<file path="config.mk">
export PLATFORM = sky130hd
export DESIGN_NAME = udp_rx_parser
export DESIGN_NICKNAME = d
export VERILOG_FILES = /design/src/rtl/udp_rx_parser.sv
export SDC_FILE = /design/constraint.sdc
export NUM_CORES = 1
export LEC_CHECK = 0
export BUFFER_PORTS_ARGS = -buffer_cell sky130_fd_sc_hd__buf_2
export CAP_MARGIN = 15
export CORE_ASPECT_RATIO = 0.5
export CORE_MARGIN = 8
export CORE_UTILIZATION = 59
export DETAILED_ROUTE_END_ITERATION = 7
export PLACE_DENSITY_LB_ADDON = 0.08
export SETUP_SLACK_MARGIN = 0.5
export SYNTH_ARGS = -nofsm -noshare
export SYNTH_HDL_FRONTEND = slang
export SYNTH_SLANG_ARGS = --single-unit
</file>
<file path="constraint.sdc">
create_clock -name e_rxc -period 3.93 [get_ports e_rxc]
set_clock_uncertainty 0.2 [all_clocks]
set_input_delay 0.1965 -clock e_rxc [delete_from_list [all_inputs] [get_ports e_rxc]]
set_output_delay 0.1965 -clock e_rxc [all_outputs]
set_load 0.005 [all_outputs]
</file>
<file path="src/rtl/udp_rx_parser.sv">
// Purpose: strips preamble/Ethernet/IPv4/UDP headers from the GMII rx stream and emits UDP payload for the board's MAC/IP/port.
// Latency: 1 e_rxc cycle from a payload byte on e_rxd to data_o/data_o_valid; frame_start 1 cycle after the last UDP header byte.
// Backpressure: none; GMII cannot be stalled, so payload leaves at line rate and loss of e_rxdv aborts the frame.
module udp_rx_parser #(
  parameter logic [47:0] BOARD_MAC  = 48'h000A3501FEC0,
  parameter logic [31:0] BOARD_IP   = 32'hC0A80002,
  parameter logic [15:0] BOARD_PORT = 16'd8080
) (
  input  logic        e_rxc,
  input  logic        reset_n,
  input  logic [7:0]  e_rxd,
  input  logic        e_rxdv,
  output logic [7:0]  data_o,
  output logic        data_o_valid,
  output logic        frame_start,
  output logic        frame_done,
  output logic        frame_err,
  output logic [15:0] rx_data_length,
  output logic [31:0] rx_src_ip,
  output logic [15:0] rx_src_port
);

  typedef enum logic [2:0] {IDLE, PREAMBLE, ETH_HDR, IP_HDR, UDP_HDR, DATA, DROP} state_t;

  state_t      state_q, state_d;
  logic [4:0]  hdr_cnt_q, hdr_cnt_d;
  logic [15:0] pay_cnt_q, pay_cnt_d;
  logic        mac_uc_q, mac_uc_d, mac_bc_q, mac_bc_d;
  logic [31:0] sip_sh_q, sip_sh_d;
  logic [15:0] sport_sh_q, sport_sh_d;
  logic [15:0] udp_len_q, udp_len_d;
  logic [7:0]  data_o_q, data_o_d;
  logic        data_vld_q, data_vld_d;
  logic        start_q, start_d, done_q, done_d, err_q, err_d;
  logic [15:0] len_q, len_d;
  logic [31:0] src_ip_q, src_ip_d;
  logic [15:0] src_port_q, src_port_d;

  logic [7:0]  mac_byte, ip_byte, port_byte;
  logic        hdr_bad, mac_uc_hit, mac_bc_hit;
  logic [15:0] udp_len_now, pay_cnt_inc;

  // Reference byte of the board address fields at the current header offset
  always_comb begin
    mac_byte = 8'h00;
    case (hdr_cnt_q[2:0])
      3'd0:    mac_byte = BOARD_MAC[47:40];
      3'd1:    mac_byte = BOARD_MAC[39:32];
      3'd2:    mac_byte = BOARD_MAC[31:24];
      3'd3:    mac_byte = BOARD_MAC[23:16];
      3'd4:    mac_byte = BOARD_MAC[15:8];
      3'd5:    mac_byte = BOARD_MAC[7:0];
      default: mac_byte = 8'h00;
    endcase
    case (hdr_cnt_q[1:0])
      2'd0:    ip_byte = BOARD_IP[31:24];
      2'd1:    ip_byte = BOARD_IP[23:16];
      2'd2:    ip_byte = BOARD_IP[15:8];
      default: ip_byte = BOARD_IP[7:0];
    endcase
    port_byte = hdr_cnt_q[0] ? BOARD_PORT[7:0] : BOARD_PORT[15:8];
  end

  // Parser next-state, header checks, shadow capture and output pulses
  always_comb begin
    state_d     = state_q;
    hdr_cnt_d   = hdr_cnt_q;
    pay_cnt_d   = pay_cnt_q;
    mac_uc_d    = mac_uc_q;
    mac_bc_d    = mac_bc_q;
    sip_sh_d    = sip_sh_q;
    sport_sh_d  = sport_sh_q;
    udp_len_d   = udp_len_q;
    data_o_d    = data_o_q;
    data_vld_d  = 1'b0;
    start_d     = 1'b0;
    done_d      = 1'b0;
    err_d       = 1'b0;
    len_d       = len_q;
    src_ip_d    = src_ip_q;
    src_port_d  = src_port_q;
    hdr_bad     = 1'b0;
    mac_uc_hit  = mac_uc_q && (e_rxd == mac_byte);
    mac_bc_hit  = mac_bc_q && (e_rxd == 8'hFF);
    udp_len_now = {udp_len_q[15:8], e_rxd};
    pay_cnt_inc = pay_cnt_q + 16'd1;

    if (!e_rxdv) begin
      // Loss of carrier always returns to IDLE; only a payload in flight is reported.
      state_d = IDLE;
      err_d   = (state_q == DATA);
    end else begin
      case (state_q)
        IDLE: state_d = (e_rxd == 8'h55) ? PREAMBLE : DROP;
        PREAMBLE: begin
          if (e_rxd == 8'hD5) begin
            state_d   = ETH_HDR;
            hdr_cnt_d = 5'd0;
            mac_uc_d  = 1'b1;
            mac_bc_d  = 1'b1;
          end else if (e_rxd != 8'h55) begin
            state_d = DROP;
          end
        end
        ETH_HDR: begin
          hdr_cnt_d = hdr_cnt_q + 5'd1;
          // Unicast and broadcast matches are tracked separately so a mixed address is rejected.
          if (hdr_cnt_q < 5'd6) begin
            mac_uc_d = mac_uc_hit;
            mac_bc_d = mac_bc_hit;
            hdr_bad  = !(mac_uc_hit || mac_bc_hit);
          end
          if (hdr_cnt_q == 5'd12) hdr_bad = (e_rxd != 8'h08);
          if (hdr_cnt_q == 5'd13) hdr_bad = (e_rxd != 8'h00);
          if (hdr_bad) begin
            state_d = DROP;
          end else if (hdr_cnt_q == 5'd13) begin
            state_d   = IP_HDR;
            hdr_cnt_d = 5'd0;
          end
        end
        IP_HDR: begin
          hdr_cnt_d = hdr_cnt_q + 5'd1;
          if (hdr_cnt_q == 5'd0) hdr_bad = (e_rxd != 8'h45);
          if (hdr_cnt_q == 5'd9) hdr_bad = (e_rxd != 8'h11);
          if (hdr_cnt_q >= 5'd12 && hdr_cnt_q <= 5'd15) sip_sh_d = {sip_sh_q[23:0], e_rxd};
          if (hdr_cnt_q >= 5'd16) hdr_bad = (e_rxd != ip_byte);
          if (hdr_bad) begin
            state_d = DROP;
          end else if (hdr_cnt_q == 5'd19) begin
            state_d   = UDP_HDR;
            hdr_cnt_d = 5'd0;
          end
        end
        UDP_HDR: begin
          hdr_cnt_d = hdr_cnt_q + 5'd1;
          if (hdr_cnt_q <= 5'd1) sport_sh_d = {sport_sh_q[7:0], e_rxd};
          if (hdr_cnt_q == 5'd2 || hdr_cnt_q == 5'd3) hdr_bad = (e_rxd != port_byte);
          if (hdr_cnt_q == 5'd4) udp_len_d = {e_rxd, 8'h00};
          if (hdr_cnt_q == 5'd5) begin
            udp_len_d = udp_len_now;
            hdr_bad   = (udp_len_now < 16'd8);
          end
          if (hdr_bad) begin
            state_d = DROP;
          end else if (hdr_cnt_q == 5'd7) begin
            // Frame accepted: publish its attributes together with frame_start.
            len_d      = udp_len_q - 16'd8;
            src_ip_d   = sip_sh_q;
            src_port_d = sport_sh_q;
            start_d    = 1'b1;
            pay_cnt_d  = 16'd0;
            if (udp_len_q == 16'd8) begin
              done_d  = 1'b1;
              state_d = DROP;
            end else begin
              state_d = DATA;
            end
          end
        end
        DATA: begin
          data_o_d   = e_rxd;
          data_vld_d = 1'b1;
          pay_cnt_d  = pay_cnt_inc;
          // Anything after the declared length is Ethernet pad/FCS and is swallowed in DROP.
          if (pay_cnt_inc == len_q) begin
            done_d  = 1'b1;
            state_d = DROP;
          end
        end
        DROP:    state_d = DROP;
        default: state_d = DROP;
      endcase
    end
  end

  // State and output registers
  always_ff @(posedge e_rxc or negedge reset_n) begin
    if (!reset_n) begin
      state_q    <= IDLE;
      hdr_cnt_q  <= 5'd0;
      pay_cnt_q  <= 16'd0;
      mac_uc_q   <= 1'b0;
      mac_bc_q   <= 1'b0;
      sip_sh_q   <= 32'd0;
      sport_sh_q <= 16'd0;
      udp_len_q  <= 16'd0;
      data_o_q   <= 8'd0;
      data_vld_q <= 1'b0;
      start_q    <= 1'b0;
      done_q     <= 1'b0;
      err_q      <= 1'b0;
      len_q      <= 16'd0;
      src_ip_q   <= 32'd0;
      src_port_q <= 16'd0;
    end else begin
      state_q    <= state_d;
      hdr_cnt_q  <= hdr_cnt_d;
      pay_cnt_q  <= pay_cnt_d;
      mac_uc_q   <= mac_uc_d;
      mac_bc_q   <= mac_bc_d;
      sip_sh_q   <= sip_sh_d;
      sport_sh_q <= sport_sh_d;
      udp_len_q  <= udp_len_d;
      data_o_q   <= data_o_d;
      data_vld_q <= data_vld_d;
      start_q    <= start_d;
      done_q     <= done_d;
      err_q      <= err_d;
      len_q      <= len_d;
      src_ip_q   <= src_ip_d;
      src_port_q <= src_port_d;
    end
  end

  assign data_o         = data_o_q;
  assign data_o_valid   = data_vld_q;
  assign frame_start    = start_q;
  assign frame_done     = done_q;
  assign frame_err      = err_q;
  assign rx_data_length = len_q;
  assign rx_src_ip      = src_ip_q;
  assign rx_src_port    = src_port_q;

endmodule

</file>
# Word level (Yosys, flattened, before mapping)
# Cells that the tools add are included.
# classes
n_addsub	3
n_reduce_logical	24
muxes	59
magnitude_cmp	6
n_bitwise	2
eq_ne	42
# ops
cell	count
$pmux W8 S5	1
$mux W3	11
$mux W16	2
$pmux W16 S2	1
$mux W1	29
$mux W5	5
$mux W8	3
$pmux W8 S3	1
$pmux W5 S4	1
$pmux W3 S6	1
$add A16 B1 Y16 const B	1
$eq A16 B16 Y1	1
$eq A16 B4 Y1 const B	1
$eq A8 B8 Y1 const B	2
$lt A16 B4 Y1 const B	1
$ne A4 B4 Y1 const B	4
$ne A8 B7 Y1 const B	2
$ne A8 B8 Y1	2
$reduce_and A4 Y1	4
$sub A16 B4 Y16 const B	1
$eq A5 B3 Y1 const B	3
$eq A5 B4 Y1 const B	3
$eq A3 B2 Y1 const B	4
$eq A3 B3 Y1 const B	4
other kinds (32)	48
# totals
inputBits	11
wordCells	153
reg_bits	166
output_inout_bits	76

# Depth between registers and ports, before layout
# logic_depth
depth_word	14
mapped_depth	10
ltp_nobuf	9

# Worst setup path after synthesis
# Ideal clock, no wire load.
# synth_path
path_type	reg2reg
from	register hdr_cnt_q[0]
to	register state_q[1]
required_time_ns	3.608
slack_ns	0.982
n_path_buf	1
stages_incl_launch_ff	11
setup_time_ns	0.122
synth_period_minus_slack_ns	2.948
arrival_time_ns	2.627
cell_sequence	dfrtp_1 inv_1 ha_1 clkbuf_1 or3_1 a211o_1 a221oi_2 nor2_1 o31ai_1 a211oi_2 a32o_1
# synth_between
elab_chain_len	14
word_cells_on_any_way	52
cone_classes	order compare (2); eq/ne (21); mux (22); reduce/logical (7)
# synth_rtl
item	line	rtl
start: declaration	26	logic [4:0] hdr_cnt_q, hdr_cnt_d;
start signal: assignment	198	hdr_cnt_q <= hdr_cnt_d;
$eq A3 B3 Y1 (tied with other cells)	46	case (hdr_cnt_q[2:0])
$pmux W8 S5	46	
$eq A8 B8 Y1	83	mac_uc_hit = mac_uc_q && (e_rxd == mac_byte);
$logic_and A1 B1 Y1	83	
$logic_or A1 B1 Y1	111	hdr_bad = !(mac_uc_hit || mac_bc_hit);
$logic_not A1 Y1	111	
$mux W1	108	if (hdr_cnt_q < 5'd6) begin
$mux W1	113	if (hdr_cnt_q == 5'd12) hdr_bad = (e_rxd != 8'h08);
$mux W1	114	if (hdr_cnt_q == 5'd13) hdr_bad = (e_rxd != 8'h00);
$mux W1	93	case (state_q)
$mux W1	88	if (!e_rxdv) begin
$mux W3	115	if (hdr_bad) begin
$pmux W3 S6	93	
$mux W3	88	
end signal: assignment	197	state_q <= state_d;
end: declaration	25	state_t state_q, state_d;
# Parallel ways exist; a longest one is shown, timed or not. The select of a mux whose other input is x is not followed.
# A chain may end at the register's enable or synchronous reset.

# Final worst setup path
# layout_path
from	register hdr_cnt_q[0]
to	register hdr_cnt_q[3]
# layout_between
elab_chain_len	13
word_cells_on_any_way	38
cone_classes	add/sub (1); order compare (2); eq/ne (13); mux (17); reduce/logical (5)
# layout_rtl
item	line
$eq A3 B3 Y1 (tied with other cells)	46
$pmux W8 S5	46
$eq A8 B8 Y1	83
$logic_and A1 B1 Y1	83
$logic_or A1 B1 Y1	111
$logic_not A1 Y1	111
$mux W1	108
$mux W1	113
$mux W1	114
$mux W1	93
$mux W1	88
$mux W5	115
$pmux W5 S4 (*)	93
# Every way passes the cells marked *; elsewhere a longest branch is shown, timed or not. The select of a mux whose other input is x is not followed.

==> results by group <==
Yosys
  – Top post-synthesis cells by area: dfrtp_1, mux2_2, mux2_1
  – Post-synthesis average cell area: between 10 and 15 um^2
  – EDFF count, synth: 0
  – Yosys top cell area share: 51.30%
  – Syn nets: ~750
  – Asr flop ratio synth: 100.0%
  – Largest area contributor in the netlist: dfrtp_1
  – Gate Count Post-Synth: slightly above 700
  – Synth cell types: 73
  – Sequential share of the synthesized area: 51.30%
  – Post-Syn Area: approximately 8000 um^2
  – Most used DFF post-synth: dfrtp_1
  – Flops & latches, synth: 166
  – YS warnings: 0

Finish
  – Fillers: a little over 1000
  – Share of layout cells above drive strength 1: 25.70%
  – Commonest non-fill, non-tap cell in the layout: dfrtp_1
  – Finished Layout Cells: between 900 and 1000
  – FF/Latch Area: just over 4000 um^2
  – Final antenna diode count: 0
  – Nets@finish: 830
  – Most frequent cells in the layout: dfrtp_1, buf_2, nand2_1
  – Final core occ: between 60% and 70%
  – Synth-to-layout area growth: 15.53%
  – Multi-input gate area: about 3700 um^2

Setup path
  – Reg2reg setup slack: around 710 ps
  – Worst setup path category: flop to flop
  – Crit path DAT: ~3300 ps
  – Worst Path Required: 4040 ps
  – Critical path endpoint category: flop
  – Worst R2R Start: hdr_cnt_q[0]
  – CP Max Fanout: 11
  – R2R cell count: 9
  – Crit. Startpoint: hdr_cnt_q[0]
  – Crit path capture: hdr_cnt_q[3]
  – Reg-to-Reg End: hdr_cnt_q[3]
  – CP startpoint kind: flop

Route
  – Via count: about 6000
  – Final WL: 19.34 mm
  – DR pass1 iterations: 4
  – Mean number of vias per cell: ~6
  – First DRT Iteration DRCs: ~530
  – Average routed wire per standard cell: 19.39 um
  – ANT nets after route: 0
  – DRC Markers: 0

STA
  – Count of final setup violators: 0
  – Fmax: slightly above 300 MHz
  – Period minus WS final: ~3200 ps
  – RSZ-0062 raised after global routing: no
  – Fin. Hold Viols: 0
  – Worst-Margin Slew: ~900 ps
  – Setup TNS: 0 ps
  – Slew Limit Fails: 0
  – Fin crit share: just over 80%
  – Max-slew headroom: ~40%

CTS
  – Clk sinks: about 170
  – CTS tree: done
  – # H-tree levels: 4
  – Clock Tree Buf Depth: 2
  – Cts bufs inserted: 17
  – Clk Latency, worst-skew pair: 420 ps
  – Clk pin slew, worst setup/hold paths: about 70 ps
  – Root Buffer: clkbuf_16
  – Post-CTS setup buffers: 0

Floorplan
  – # rows: 30
  – Io pins: just under 90
  – Die H: 98.84 um
  – Die ar.: 17960 um^2
  – Initial Util: 60.09%
  – Core ar.: 13480 um^2
  – Die X: about 180 um

Power
  – Pwr Density: around 540 nW/um^2
  – Leakage power: approximately 4.7 nW
  – VDD IR-drop max: ~400 uV

Place
  – IO Port Bufs: between 80 and 90
  – Gpl congestion: 0.9475
  – Dpl hpwl: 12.77 mm
  – Placed insts: about 960

Hold path
  – Hold Crit Class: input port to async pin

GRT
  – First-pass GRT wire length: about 32 mm
  – Vias in the first global route: 6235
  – Initial antenna violation count: 0
  – Total track usage: approximately 22%
  – Largest net degree at the start of global routing: 98
  – Global route overflow: 0

Outcome
  – Status: complete, no violations

Flow run
  – Max-cap violations: 0
## state kept, by name (all words and copies together), names as in the netlist, 3 cells and up
signal and flops:
pay_cnt_q 16, sip_sh_q 32, udp_len_q 16, sport_sh_q 16, rx_data_length 16, data_o 8, rx_src_ip 32, state_q 3
hdr_cnt_q 5, rx_src_port 16
## cell type report
class                           count  area share [%]
Clock buffer                       17           4.547
Clock inverter                     15           1.979
Tap cell                          176           2.354
Sequential cell                   166           44.40
Inverter                           20          0.8025
Multi-Input combinational cell    495           39.08
Timing Repair Buffer              108           6.834
## cell families after synthesis
kind of cell             Yosys count  share of synthesized area [%]
multiplexers                     112                          15.50
AO/OA/AOI/OAI                    122                          9.874
XOR/XNOR                          29                          3.137
adder cells (fa/ha/maj)           11                          1.700
buffers and inverters             65                          3.739
flip-flops                       166                          51.30
AND/OR/NAND/NOR                  221                          14.76
## where the power goes
| part | internal [W] | switching (W) |
|---|---|---|
| Clock | 0.000968 | 0.000757 |
| Combinational | 0.000464 | 0.000623 |
| Sequential | 0.00196 | 0.000253 |
## stage by stage
step / area, um^2 / power (W) / hold WS [ps] / setup WS (ps)
finish: 9355 / 0.005027 / 219.9 / 709.9
global route: 9355 / 0.005278 / 297.0 / 500.3
CTS: 9340 / 0.005042 / 253.6 / 563.5
detailed placement: 8630 / 0.003288 / 137.3 / 564.0
global placement: 8630 / 0.003262 / 135.5 / 671.6
floorplan: 8098 / 0.002927 / -299.1 / 981.7
## Yosys cell counts, drive strengths merged (14+ instances only)
cell,count
nand3,24
o21ai,51
clkbuf,21
inv,20
buf,24
nand2,76
nor2,39
a21oi,14
mux2,107
dfrtp,166
xnor2,18
## routing by layer
| metal | GRT usage [%] | share of wire [%] | vias up |
|---|---|---|---|
| met1 | 30.25 | 48 | 2997 |
| met3 | 5.433 | 6.0 | 30 |
| met5 | 0 | 0 | - |
| met2 | 33.96 | 45 | 202 |
| met4 | 8.140 | 1.5 | 0 |
| li1 | - | - | 2759 |
## timing repair
action / CTS / global route
gates resized for setup: 0 / 5
hold buffers: 10 / 0
setup endpoints to repair: 0 / 46
endpoints found under the hold margin: 107 / 0
## critical path, cell delays in order (launching register included)
cell      delay (ps)
dfrtp_1          550
inv_1            170
ha_1             340
or3_1            340
a211o_1          310
a221oi_2         330
o211ai_1         160
a21oi_2          320
nor4_1            90
a211o_1          300
## worst min path at each step
stage	cells past startpoint	to	slack, ps	from
final	2	pay_cnt_q[8]	220	reset_n
after detailed placement	1	pay_cnt_q[8]	140	reset_n
after floorplan	0	data_o[0]	-300	reset_n
after global placement	1	pay_cnt_q[8]	140	reset_n
after global routing	1	rx_src_port[13]	300	sport_sh_q[13]
after CTS	2	pay_cnt_q[8]	250	reset_n
No activity file was read; power rests on OpenSTA's default activity.
